===== src/rtl/test_result_monitor_pkg.sv =====
// rtl/test_result_monitor_pkg.sv - shared state encodings and width defaults for the result monitor
`ifndef DATA_WIDTH
`define DATA_WIDTH 32
`endif

package test_result_monitor_pkg;

    localparam int DATA_W_DEF = `DATA_WIDTH;
    localparam int REG_AW_DEF = 5;

    localparam logic [2:0] MON_IDLE    = 3'd0;
    localparam logic [2:0] MON_RUN     = 3'd1;
    localparam logic [2:0] MON_SETTLE  = 3'd2;
    localparam logic [2:0] MON_PASS    = 3'd3;
    localparam logic [2:0] MON_FAIL    = 3'd4;
    localparam logic [2:0] MON_TIMEOUT = 3'd5;

endpackage


===== src/rtl/test_result_monitor_wb_snoop_reg.sv =====
// rtl/test_result_monitor_wb_snoop_reg.sv - shadow copy of one register-file entry snooped from write-back
module wb_snoop_reg
    import test_result_monitor_pkg::*;
#(
    parameter int DATA_W = DATA_W_DEF,
    parameter int REG_AW = REG_AW_DEF,
    parameter int IDX    = 1
) (
    input  logic              clk,
    input  logic              rst,
    input  logic              capture,
    input  logic              clear,
    input  logic              wb_we,
    input  logic [REG_AW-1:0] wb_waddr,
    input  logic [DATA_W-1:0] wb_wdata,
    output logic [DATA_W-1:0] value,
    output logic [DATA_W-1:0] fwd
);

    localparam logic [REG_AW-1:0] IDX_A = REG_AW'(IDX);

    logic hit;

    // x0 is hardwired to zero in the core, so a shadow of it never moves
    assign hit = capture && wb_we && (wb_waddr == IDX_A) && (IDX_A != '0);
    assign fwd = hit ? wb_wdata : value;

    always_ff @(posedge clk) begin
        if (!rst) begin
            value <= '0;
        end else if (clear) begin
            value <= '0;
        end else if (hit) begin
            value <= wb_wdata;
        end
    end

endmodule


===== config.mk =====
export PLATFORM = sky130hd
export DESIGN_NAME = wb_snoop_reg
export DESIGN_NICKNAME = d
export VERILOG_FILES = /design/src/rtl/test_result_monitor_pkg.sv /design/src/rtl/test_result_monitor_wb_snoop_reg.sv
export SDC_FILE = /design/constraint.sdc
export NUM_CORES = 1
export LEC_CHECK = 0
export ABC_AREA = 1
export BUFFER_PORTS_ARGS = -buffer_cell sky130_fd_sc_hd__buf_2
export CAP_MARGIN = 10
export CORE_MARGIN = 2
export CORE_UTILIZATION = 33
export CTS_CLUSTER_DIAMETER = 30
export DETAILED_ROUTE_END_ITERATION = 10
export HOLD_SLACK_MARGIN = 0.1
export PLACE_DENSITY_LB_ADDON = 0.25
export SKIP_CTS_REPAIR_TIMING = 1
export SYNTH_ARGS = -nofsm -noshare
export SYNTH_HDL_FRONTEND = slang
export SYNTH_SLANG_ARGS = --single-unit
export TNS_END_PERCENT = 20

===== constraint.sdc =====
create_clock -name clk -period 1.1 [get_ports clk]
set_input_delay 0.055 -clock clk [delete_from_list [all_inputs] [get_ports clk]]
set_output_delay 0.055 -clock clk [all_outputs]
set_load 0.05 [all_outputs]

==> results of run 1 <==
==> routing by layer <==
| metal | part of all wire, % | wire (um) | up-vias | track usage (%) |
|---|---|---|---|---|
| li1 | - | - | 1043 | - |
| met3 | 5.2 | 280 | 4 | 5.22 |
| met2 | 48 | 2570 | 65 | 26.0 |
| met4 | 0.54 | 29 | 0 | 4.76 |
| met5 | 0 | 0 | - | 0 |
| met1 | 46 | 2480 | 890 | 18.7 |
==> power by group <==
part / internal (mW) / leakage (nW) / switching [mW]
combinational: 0.161 / 1.57 / 0.199
clock: 0.499 / 0.0510 / 0.446
sequential: 1.16 / 0.261 / 0.00160
total: 1.82 / 1.88 / 0.646
==> layout make-up <==
| cell class | instances | area [um^2] | area share, % |
|---|---|---|---|
| inverter | 100 | 375 | 12.0 |
| multi-input combinational | 138 | 783 | 25.0 |
| clock buffer | 6 | 82.6 | 2.64 |
| clock inverter | 2 | 10.0 | 0.319 |
| timing repair buffer | 138 | 1150 | 36.7 |
| tap | 67 | 83.8 | 2.68 |
| sequential | 32 | 648 | 20.7 |
==> stage by stage <==
step / total power, mW / setup WS [ns] / TNS, ns / instance area [um^2] / std cells
final: 2.47 / -0.0689 / -1.12 / 3130 / 483
after global routing: 2.57 / -0.115 / -2.76 / 3130 / 483
after CTS: 2.37 / -0.127 / -3.26 / 2470 / 469
after detailed placement: 1.44 / -0.127 / -3.42 / 2380 / 461
after global placement: 1.44 / -0.0952 / -2.60 / 2380 / 461
after floorplan: 1.32 / -0.0727 / -1.89 / 1670 / 279
==> critical path, cell delays in order <==
cell and delay (ns):
buf_6 0.09, inv_2 0.04, nand2_2 0.06, nor2_4 0.22
buf_6 0.16, clkbuf_16 0.15, nand3_1 0.09, nand2_2 0.08
inv_2 0.04, buf_6 0.14
==> logic make-up after synthesis <==
kind of cell           Yosys count  synth area share (%)
AND/OR/NAND/NOR                135                  34.3
buffers and inverters          112                  27.1
flip-flops                      32                  38.6
==> placed cells by master (no fill, tap or decap) <==
master,instances
nand3_2,12
buf_6,29
clkbuf_8,6
inv_1,86
buf_2,71
nand3_1,19
dfxtp_2,6
buf_8,9
inv_2,14
dfxtp_1,26
nand2_1,43
nand2_2,23
nand3_4,1
buf_4,21
clkbuf_16,3
nand2_4,2
nor2_1,32
buf_12,5
clkinv_2,2
nand2_8,4
nor2_4,2
==> path summary, 6_finish.rpt <==
check	to	slack, ns	cells past startpoint
setup / recovery	fwd[25]	-0.07	10
hold / removal	value[19]	0.1	5
setup reg to reg	value[18]	0.24	6
hold reg to reg	value[28]	0.55	4
==> impl_metrics.py, run 1 <==
metrics = {
    "clocking": {
        "h-tree-depth": 2,
        "cts_tree": "built",
        "clock-sinks": 32,
        "cts_buffers": 5,
        "cts.clk_slew.worst_paths_ns": 0.07,
        "clock_latency_ns": 0.28,
        "root_buffer": "clkbuf_8",
        "clock_path_buffers": 2,
    },
    "run_status": {
        "violations": "setup timing",
        "status": "complete, but fails checks",
    },
    "power_and_ir_drop": {
        "peakVddDrop_mv": 0.520,
        "power_leakage_nw": 1.88,
        "power.density_nw_per_um2": 787,
    },
    "floorplanning": {
        "die_area_um2": 5610,
        "core_area_um2": 4790,
        "initial_core_util_pct": 34.7,
        "die_width_um": 74.9,
        "ios": 106,
        "die_y_um": 74.9,
        "num_rows": 25,
    },
    "synth": {
        "ys_warn_count": 0,
        "synth_top_cell_by_area": "dfxtp_1",
        "ys_ff_latch": 32,
        "synth_top_area_share_pct": 38.6,
        "synth_edf_count": 0,
        "yosysMostFrequentCell": "inv_1",
        "syn_nets": 321,
        "syn_inst": 279,
        "synthTopCellsByCount": "inv_1 (100), nand2_1 (68), dfxtp_1 (32), nand3_1 (32), nor2_1 (32)",
        "synth_area_um2": 1660,
        "synth-main-ff-cell": "dfxtp_1",
        "synth_cell_types": 11,
        "synth.avg_cell_area_um2": 5.95,
        "seq_area_frac_synth_pct": 38.6,
        "synth.area.top_cells": "dfxtp_1 (39%), inv_1 (23%), nand2_1 (15%)",
        "async_flop_share_pct": 0,
    },
    "finish": {
        "fin_nets": 457,
        "regMostFlops": "value",
        "final_core_util_pct": 65.5,
        "largest_reg_flops": 32,
        "area_growth_pct": 88.7,
        "drive_gt1_share_pct": 50.5,
        "antennaDiodeCount": 0,
        "reg_top3": "value: 32 flops",
        "nFillCells": 437,
    },
    "worst_setup_path": {
        "rr_startpoint": "value[18]",
        "cp_max_fo": 7,
        "cp.arrival_ns": 1.11,
        "cp.required_ns": 1.04,
        "path_class": "input port to output pin",
        "cp-start-kind": "input port",
        "endpoint_kind": "output pin",
        "cp-startpoint": "wb_waddr[3]",
    },
    "timing": {
        "finalSetupViolCount": 32,
        "worst_slack_ns": -0.0689,
        "tightest_slew_ns": 0.268,
        "period_minus_slack_ns": 1.17,
        "max-slew-margin-rel_pct": 82.3,
        "fin_crit_sh_pct": 106,
        "report.final.slew_viol_count": 0,
        "fmax_mhz": 856,
        "clock-skew-final_ns": 0,
        "rsz0062_at_grt": "yes",
        "finalHoldViolCount": 0,
        "whs_ns": 0.0960,
    },
    "hold_path": {
        "hold_path.class": "input port to flop",
        "holdCritStartpoint": "wb_wdata[19]",
    },
    "routing": {
        "post-route-drc-count": 0,
        "dr.pass1.iters": 4,
        "avgViaCountPerCell": 4.14,
        "ant_nets": 0,
        "drt_iter0_markers": 68,
        "detail_route.wl_per_cell_um": 11.1,
        "routed_wl_mm": 5.36,
        "routed-via-count": 2002,
    },
    "job": {
        "maxCapViolCount": 0,
    },
    "global_routing": {
        "grt_use_total_pct": 15.5,
        "antenna_found_initial": 0,
        "grt-ovfl-total": 0,
        "grt_max_degree": 33,
        "grt_pass1_vias": 1576,
        "grt_pass1_wl_mm": 6.64,
    },
    "placed_design": {
        "post-dp-hpwl_mm": 3.06,
        "io_buffers": 105,
        "gp_congestion": 0.770,
    },
}
Power figures use the tool's default switching activity.
==> run 2: changes to the inputs <==
--- a/config.mk
+++ b/config.mk
@@ -14,8 +14,9 @@
 export DETAILED_ROUTE_END_ITERATION = 10
 export HOLD_SLACK_MARGIN = 0.1
 export PLACE_DENSITY_LB_ADDON = 0.25
+export REMOVE_ABC_BUFFERS = 1
 export SKIP_CTS_REPAIR_TIMING = 1
 export SYNTH_ARGS = -nofsm -noshare
 export SYNTH_HDL_FRONTEND = slang
 export SYNTH_SLANG_ARGS = --single-unit
-export TNS_END_PERCENT = 20
+export TNS_END_PERCENT = 5
==> run 2 against run 1 <==
Effect of this change: the flow still finishes with violations (setup timing); final area down 5.8%; via count down 2.0%; core utilization down 3.8 points; combinational power down 4%; power down 6.7%; largest cell class unchanged; largest power group unchanged.
==> impl_metrics.py, run 2 (synthesized netlist as in run 1, its figures left out) <==
metrics = {
    "clocking": {
        "root_buffer": "clkbuf_8",
        "clock_latency_ns": 0.27,
        "cts_tree": "built",
        "clock-sinks": 32,
        "cts.clk_slew.worst_paths_ns": 0.06,
        "h-tree-depth": 2,
        "cts_buffers": 5,
        "clock_path_buffers": 2,
    },
    "timing": {
        "tightest_slew_ns": 0.271,
        "finalSetupViolCount": 32,
        "max-slew-margin-rel_pct": 82.0,
        "report.final.slew_viol_count": 0,
        "fmax_mhz": 870,
        "fin_crit_sh_pct": 105,
        "finalHoldViolCount": 0,
        "setup_tns_ns": -0.655,
        "worst_slack_ns": -0.0498,
        "period_minus_slack_ns": 1.15,
        "clock-skew-final_ns": 0,
        "rsz0062_at_grt": "yes",
    },
    "finish": {
        "nFillCells": 457,
        "area_growth_pct": 77.8,
        "layout_common_cells": "inv_1 (90), buf_2 (73), nand2_1 (51), nor2_1 (32), dfxtp_1 (32)",
        "multi_input_area_um2": 686,
        "antennaDiodeCount": 0,
        "fin_nets": 453,
        "reg_top3": "value: 32 flops",
        "largest_reg_flops": 32,
        "fin_cells": 476,
        "regMostFlops": "value",
        "drive_gt1_share_pct": 43.3,
        "regArea_um2": 641,
        "final_common_cell": "inv_1",
        "final_area_um2": 2950,
    },
    "routing": {
        "drt_iter0_markers": 70,
        "detail_route.wl_per_cell_um": 11.0,
        "routed-via-count": 1961,
        "dr.pass1.iters": 4,
        "routed_wl_mm": 5.25,
        "avgViaCountPerCell": 4.12,
        "ant_nets": 0,
        "post-route-drc-count": 0,
    },
    "worst_setup_path": {
        "endpoint_kind": "output pin",
        "cp-startpoint": "wb_waddr[2]",
        "cp.arrival_ns": 1.09,
        "rr_startpoint": "value[4]",
        "path_class": "input port to output pin",
        "cp_max_fo": 8,
        "cp-start-kind": "input port",
        "reg2reg_depth": 6,
        "cp.required_ns": 1.04,
    },
    "placed_design": {
        "placed_cell_area_um2": 2360,
        "dp_cells": 459,
        "gp_congestion": 0.776,
        "io_buffers": 105,
        "post-dp-hpwl_mm": 3.03,
    },
    "floorplanning": {
        "die_y_um": 74.9,
        "die_area_um2": 5610,
        "die_width_um": 74.9,
        "core_area_um2": 4790,
        "initial_core_util_pct": 34.7,
        "ios": 106,
        "num_rows": 25,
    },
    "power_and_ir_drop": {
        "peakVddDrop_mv": 0.586,
        "power_leakage_nw": 1.84,
        "p_total_mw": 2.30,
        "power.density_nw_per_um2": 780,
    },
    "hold_path": {
        "holdCritStartpoint": "wb_wdata[11]",
        "hold_path.class": "input port to flop",
        "min_path_cells": 5,
    },
    "run_status": {
        "violations": "setup timing",
        "status": "complete, but fails checks",
    },
    "global_routing": {
        "grt_pass1_vias": 1539,
        "grt_pass1_wl_mm": 6.56,
        "grt_max_degree": 33,
        "antenna_found_initial": 0,
        "grt_use_total_pct": 15.1,
        "grt-ovfl-total": 0,
    },
    "job": {
        "maxCapViolCount": 0,
    },
}
-- run 2: changes by cell type in the layout (fill, tap and decap cells not counted), moves of 2 or more --
cell | previous run | this run
buf_2 | 71 | 73
nand2_4 | 2 | 0
dfxtp_1 | 26 | 32
buf_4 | 21 | 19
buf_6 | 29 | 31
inv_2 | 14 | 10
nand3_1 | 19 | 27
nand2_1 | 43 | 51
nand2_2 | 23 | 17
nand3_2 | 12 | 5
inv_1 | 86 | 90
buf_8 | 9 | 3
clkinv_2 | 2 | 0
dfxtp_2 | 6 | 0
-- run 2: metal layers --
metal  vias to the layer above  track usage [%]  wire [um]  share of wire [%]
li1                       1028                -          -                  -
met1                       864             19.5       2380                 45
met2                        67             24.2       2510                 48
met3                         2             5.76        338                6.4
met4                         0             2.98         22               0.42
met5                         -                0          0                  0
-- run 2: path summary, 6_finish.rpt --
check / slack, ns / end
setup / recovery: -0.05 / fwd[29]
hold / removal: 0.11 / value[11]
setup reg to reg: 0.21 / value[4]
hold reg to reg: 0.55 / value[12]
-- run 2: metrics by stage --
step	setup slack [ns]	utilization [%]	hold WS, ns
finish	-0.0498	61.7	0.112
global route	-0.110	61.7	0.117
CTS	-0.0985	50.7	0.111
detailed placement	-0.0960	49.3	0.397
global placement	-0.0865	49.3	0.390
floorplan	-0.295	-	0.297
-- run 2: layout make-up --
class / count / area share, %
Tap cell: 67 / 2.84
Multi-Input combinational cell: 137 / 23.2
Timing Repair Buffer: 135 / 37.2
Sequential cell: 32 / 21.7
Clock buffer: 5 / 2.33
Inverter: 100 / 12.7
-- run 2: worst max-delay path: stages --
cell       delay, ns
buf_2           0.10
inv_1           0.05
nand2_2         0.06
nor2_4          0.17
buf_12          0.15
clkbuf_16       0.15
nand3_1         0.08
nand2_2         0.10
inv_2           0.04
buf_6           0.14
-- run 2: report_power, final --
group          internal, mW  switching, mW
registers              1.16        0.00159
clock network         0.407          0.386
logic                 0.156          0.188
==> run 3: changes to the inputs <==
--- a/config.mk
+++ b/config.mk
@@ -13,7 +13,7 @@
 export CTS_CLUSTER_DIAMETER = 30
 export DETAILED_ROUTE_END_ITERATION = 10
 export HOLD_SLACK_MARGIN = 0.1
-export PLACE_DENSITY_LB_ADDON = 0.25
+export PLACE_DENSITY_LB_ADDON = 0.12
 export REMOVE_ABC_BUFFERS = 1
 export SKIP_CTS_REPAIR_TIMING = 1
 export SYNTH_ARGS = -nofsm -noshare
==> run 3 against run 2 <==
Effect of this change: the run still ends with setup timing left; combinational power is 13% lower; register-to-register slack better by 0.11 ns; final area is 4.5% lower; non-clock buffer count is 7 lower; core utilization is 2.8 points lower; sequential cell count stayed put; critical path depth stayed put; routed wire length is 7.8% lower; clock power is 40% higher; final cell count is 1.1% lower; first-iteration DRC count is 17% higher; global-route usage is 0.87 points higher.
==> impl_metrics.py, run 3 (synthesized netlist as in run 1, its figures left out) <==
metrics = {
    "worst_setup_path": {
        "rr_startpoint": "value[22]",
        "cp.required_ns": 1.04,
        "cp.arrival_ns": 1.10,
        "endpoint_kind": "output pin",
        "reg2reg_depth": 5,
        "rr_endpoint": "value[22]",
        "path_class": "input port to output pin",
        "cp_max_fo": 16,
        "reg2reg_slack_ns": 0.32,
        "cp-start-kind": "input port",
    },
    "clocking": {
        "root_buffer": "clkbuf_8",
        "cts_tree": "built",
        "clock_path_buffers": 2,
        "cts_buffers": 5,
        "clock_latency_ns": 0.28,
        "clock-sinks": 32,
        "cts.clk_slew.worst_paths_ns": 0.07,
        "h-tree-depth": 2,
    },
    "run_status": {
        "violations": "setup timing",
        "status": "complete, but fails checks",
    },
    "power_and_ir_drop": {
        "p_sw_uw": 612,
        "peakVddDrop_mv": 0.662,
        "p_total_mw": 2.57,
        "p_clk_share_pct": 43.2,
        "power.density_nw_per_um2": 914,
        "intPower_mw": 1.96,
        "comb_power_share_pct": 11.7,
        "netSwitchingFraction_pct": 23.8,
        "power_leakage_nw": 1.82,
        "seqPwrFrac_pct": 45.2,
    },
    "placed_design": {
        "io_buffers": 105,
        "post-dp-hpwl_mm": 3.10,
        "gp_congestion": 0.721,
        "pre_cts_slack_ns": -0.115,
    },
    "hold_path": {
        "hold_end": "value[30]",
        "hold_path.class": "input port to flop",
        "holdCritStartpoint": "wb_wdata[30]",
        "min_path_cells": 5,
    },
    "finish": {
        "fin_nets": 445,
        "final_core_util_pct": 58.9,
        "layout_common_cells": "inv_1 (96), buf_2 (73), nand2_1 (60), nor2_1 (32), dfxtp_1 (32)",
        "final_common_cell": "inv_1",
        "drive_gt1_share_pct": 38.1,
        "antennaDiodeCount": 0,
        "regMostFlops": "value",
        "largest_reg_flops": 32,
        "area_growth_pct": 69.7,
        "reg_top3": "value: 32 flops",
    },
    "timing": {
        "worst_slack_ns": -0.0548,
        "clock-skew-final_ns": 0,
        "fmax_mhz": 866,
        "max-slew-margin-rel_pct": 82.4,
        "period_minus_slack_ns": 1.15,
        "finalHoldViolCount": 0,
        "whs_ns": 0.0996,
        "fin_crit_sh_pct": 105,
        "report.final.slew_viol_count": 0,
        "tightest_slew_ns": 0.266,
        "rsz0062_at_grt": "yes",
        "finalSetupViolCount": 28,
        "setup_tns_ns": -0.434,
    },
    "floorplanning": {
        "die_y_um": 74.9,
        "num_rows": 25,
        "die_area_um2": 5610,
        "ios": 106,
        "core_area_um2": 4790,
        "die_width_um": 74.9,
        "initial_core_util_pct": 34.7,
    },
    "job": {
        "maxCapViolCount": 0,
    },
    "routing": {
        "routed_wl_mm": 4.84,
        "dr.pass1.iters": 4,
        "ant_nets": 0,
        "detail_route.wl_per_cell_um": 10.3,
        "post-route-drc-count": 0,
        "routed-via-count": 1887,
        "drt_iter0_markers": 82,
        "avgViaCountPerCell": 4.01,
    },
    "global_routing": {
        "grt_max_degree": 33,
        "grt_pass1_vias": 1635,
        "grt_use_total_pct": 15.9,
        "antenna_found_initial": 0,
        "grt_pass1_wl_mm": 6.92,
        "grt-ovfl-total": 0,
    },
}
-- run 3: changes by cell type in the layout (fill, tap and decap cells not counted), moves of 2 or more --
cell | previous run | this run
inv_1 | 90 | 96
nand3_1 | 27 | 30
inv_2 | 10 | 4
nand2_1 | 51 | 60
clkbuf_16 | 3 | 1
nand3_2 | 5 | 2
nand2_2 | 17 | 8
buf_8 | 3 | 1
-- run 3: power groups by stage --
stage	Combinational (mW)	Clock (mW)	Sequential, mW
finish	0.300	1.11	1.16
floorplan	0.113	0	1.20
global route	0.331	1.18	1.16
global placement	0.253	0	1.19
CTS	0.254	1.15	1.16
detailed placement	0.253	0	1.19
-- run 3: per-layer routing --
layer	vias to the layer above	global-route usage, %	share of wire [%]
met5	-	0	0
met4	0	4.76	0.99
met3	4	4.82	6.0
met2	63	27.1	48
met1	807	19.4	45
li1	1013	-	-
-- run 3: cell type report --
type / instances / area [um^2]
clock buffers: 5 / 68.8
repair buffers: 128 / 978
clock inverters: 3 / 42.5
inverters: 100 / 375
fillers: 492 / 1970
multi-input cells: 136 / 628
flip-flops and latches: 32 / 641
well taps: 67 / 83.8
-- run 3: worst max-delay path by stage --
| stage | start | to | slack, ns | cells past startpoint |
|---|---|---|---|---|
| 6_report | wb_waddr[3] | fwd[11] | -0.05 | 10 |
| 5_1_grt | wb_waddr[3] | fwd[11] | -0.15 | 10 |
| 4_1_cts | wb_waddr[1] | fwd[3] | -0.12 | 9 |
| 3_5_place_dp | wb_waddr[1] | fwd[3] | -0.12 | 9 |
| 3_3_place_gp | wb_waddr[1] | fwd[0] | -0.12 | 9 |
| 2_1_floorplan | wb_waddr[1] | fwd[0] | -0.29 | 7 |
-- run 3: through the flow --
| stage | std cells | area, um^2 |
|---|---|---|
| 6_report | 471 | 2820 |
| 3_3_place_gp | 458 | 2360 |
| 5_1_grt | 471 | 2820 |
| 2_1_floorplan | 267 | 1590 |
| 4_1_cts | 466 | 2470 |
| 3_5_place_dp | 458 | 2360 |
-- run 3: critical path, stage by stage --
cell and delay [ns]:
buf_2 0.09, inv_1 0.04, nand2_1 0.08, nor2_4 0.18, buf_12 0.15, nand2_8 0.10, nand2_1 0.10, nand2_2 0.06
inv_1 0.06, buf_4 0.19
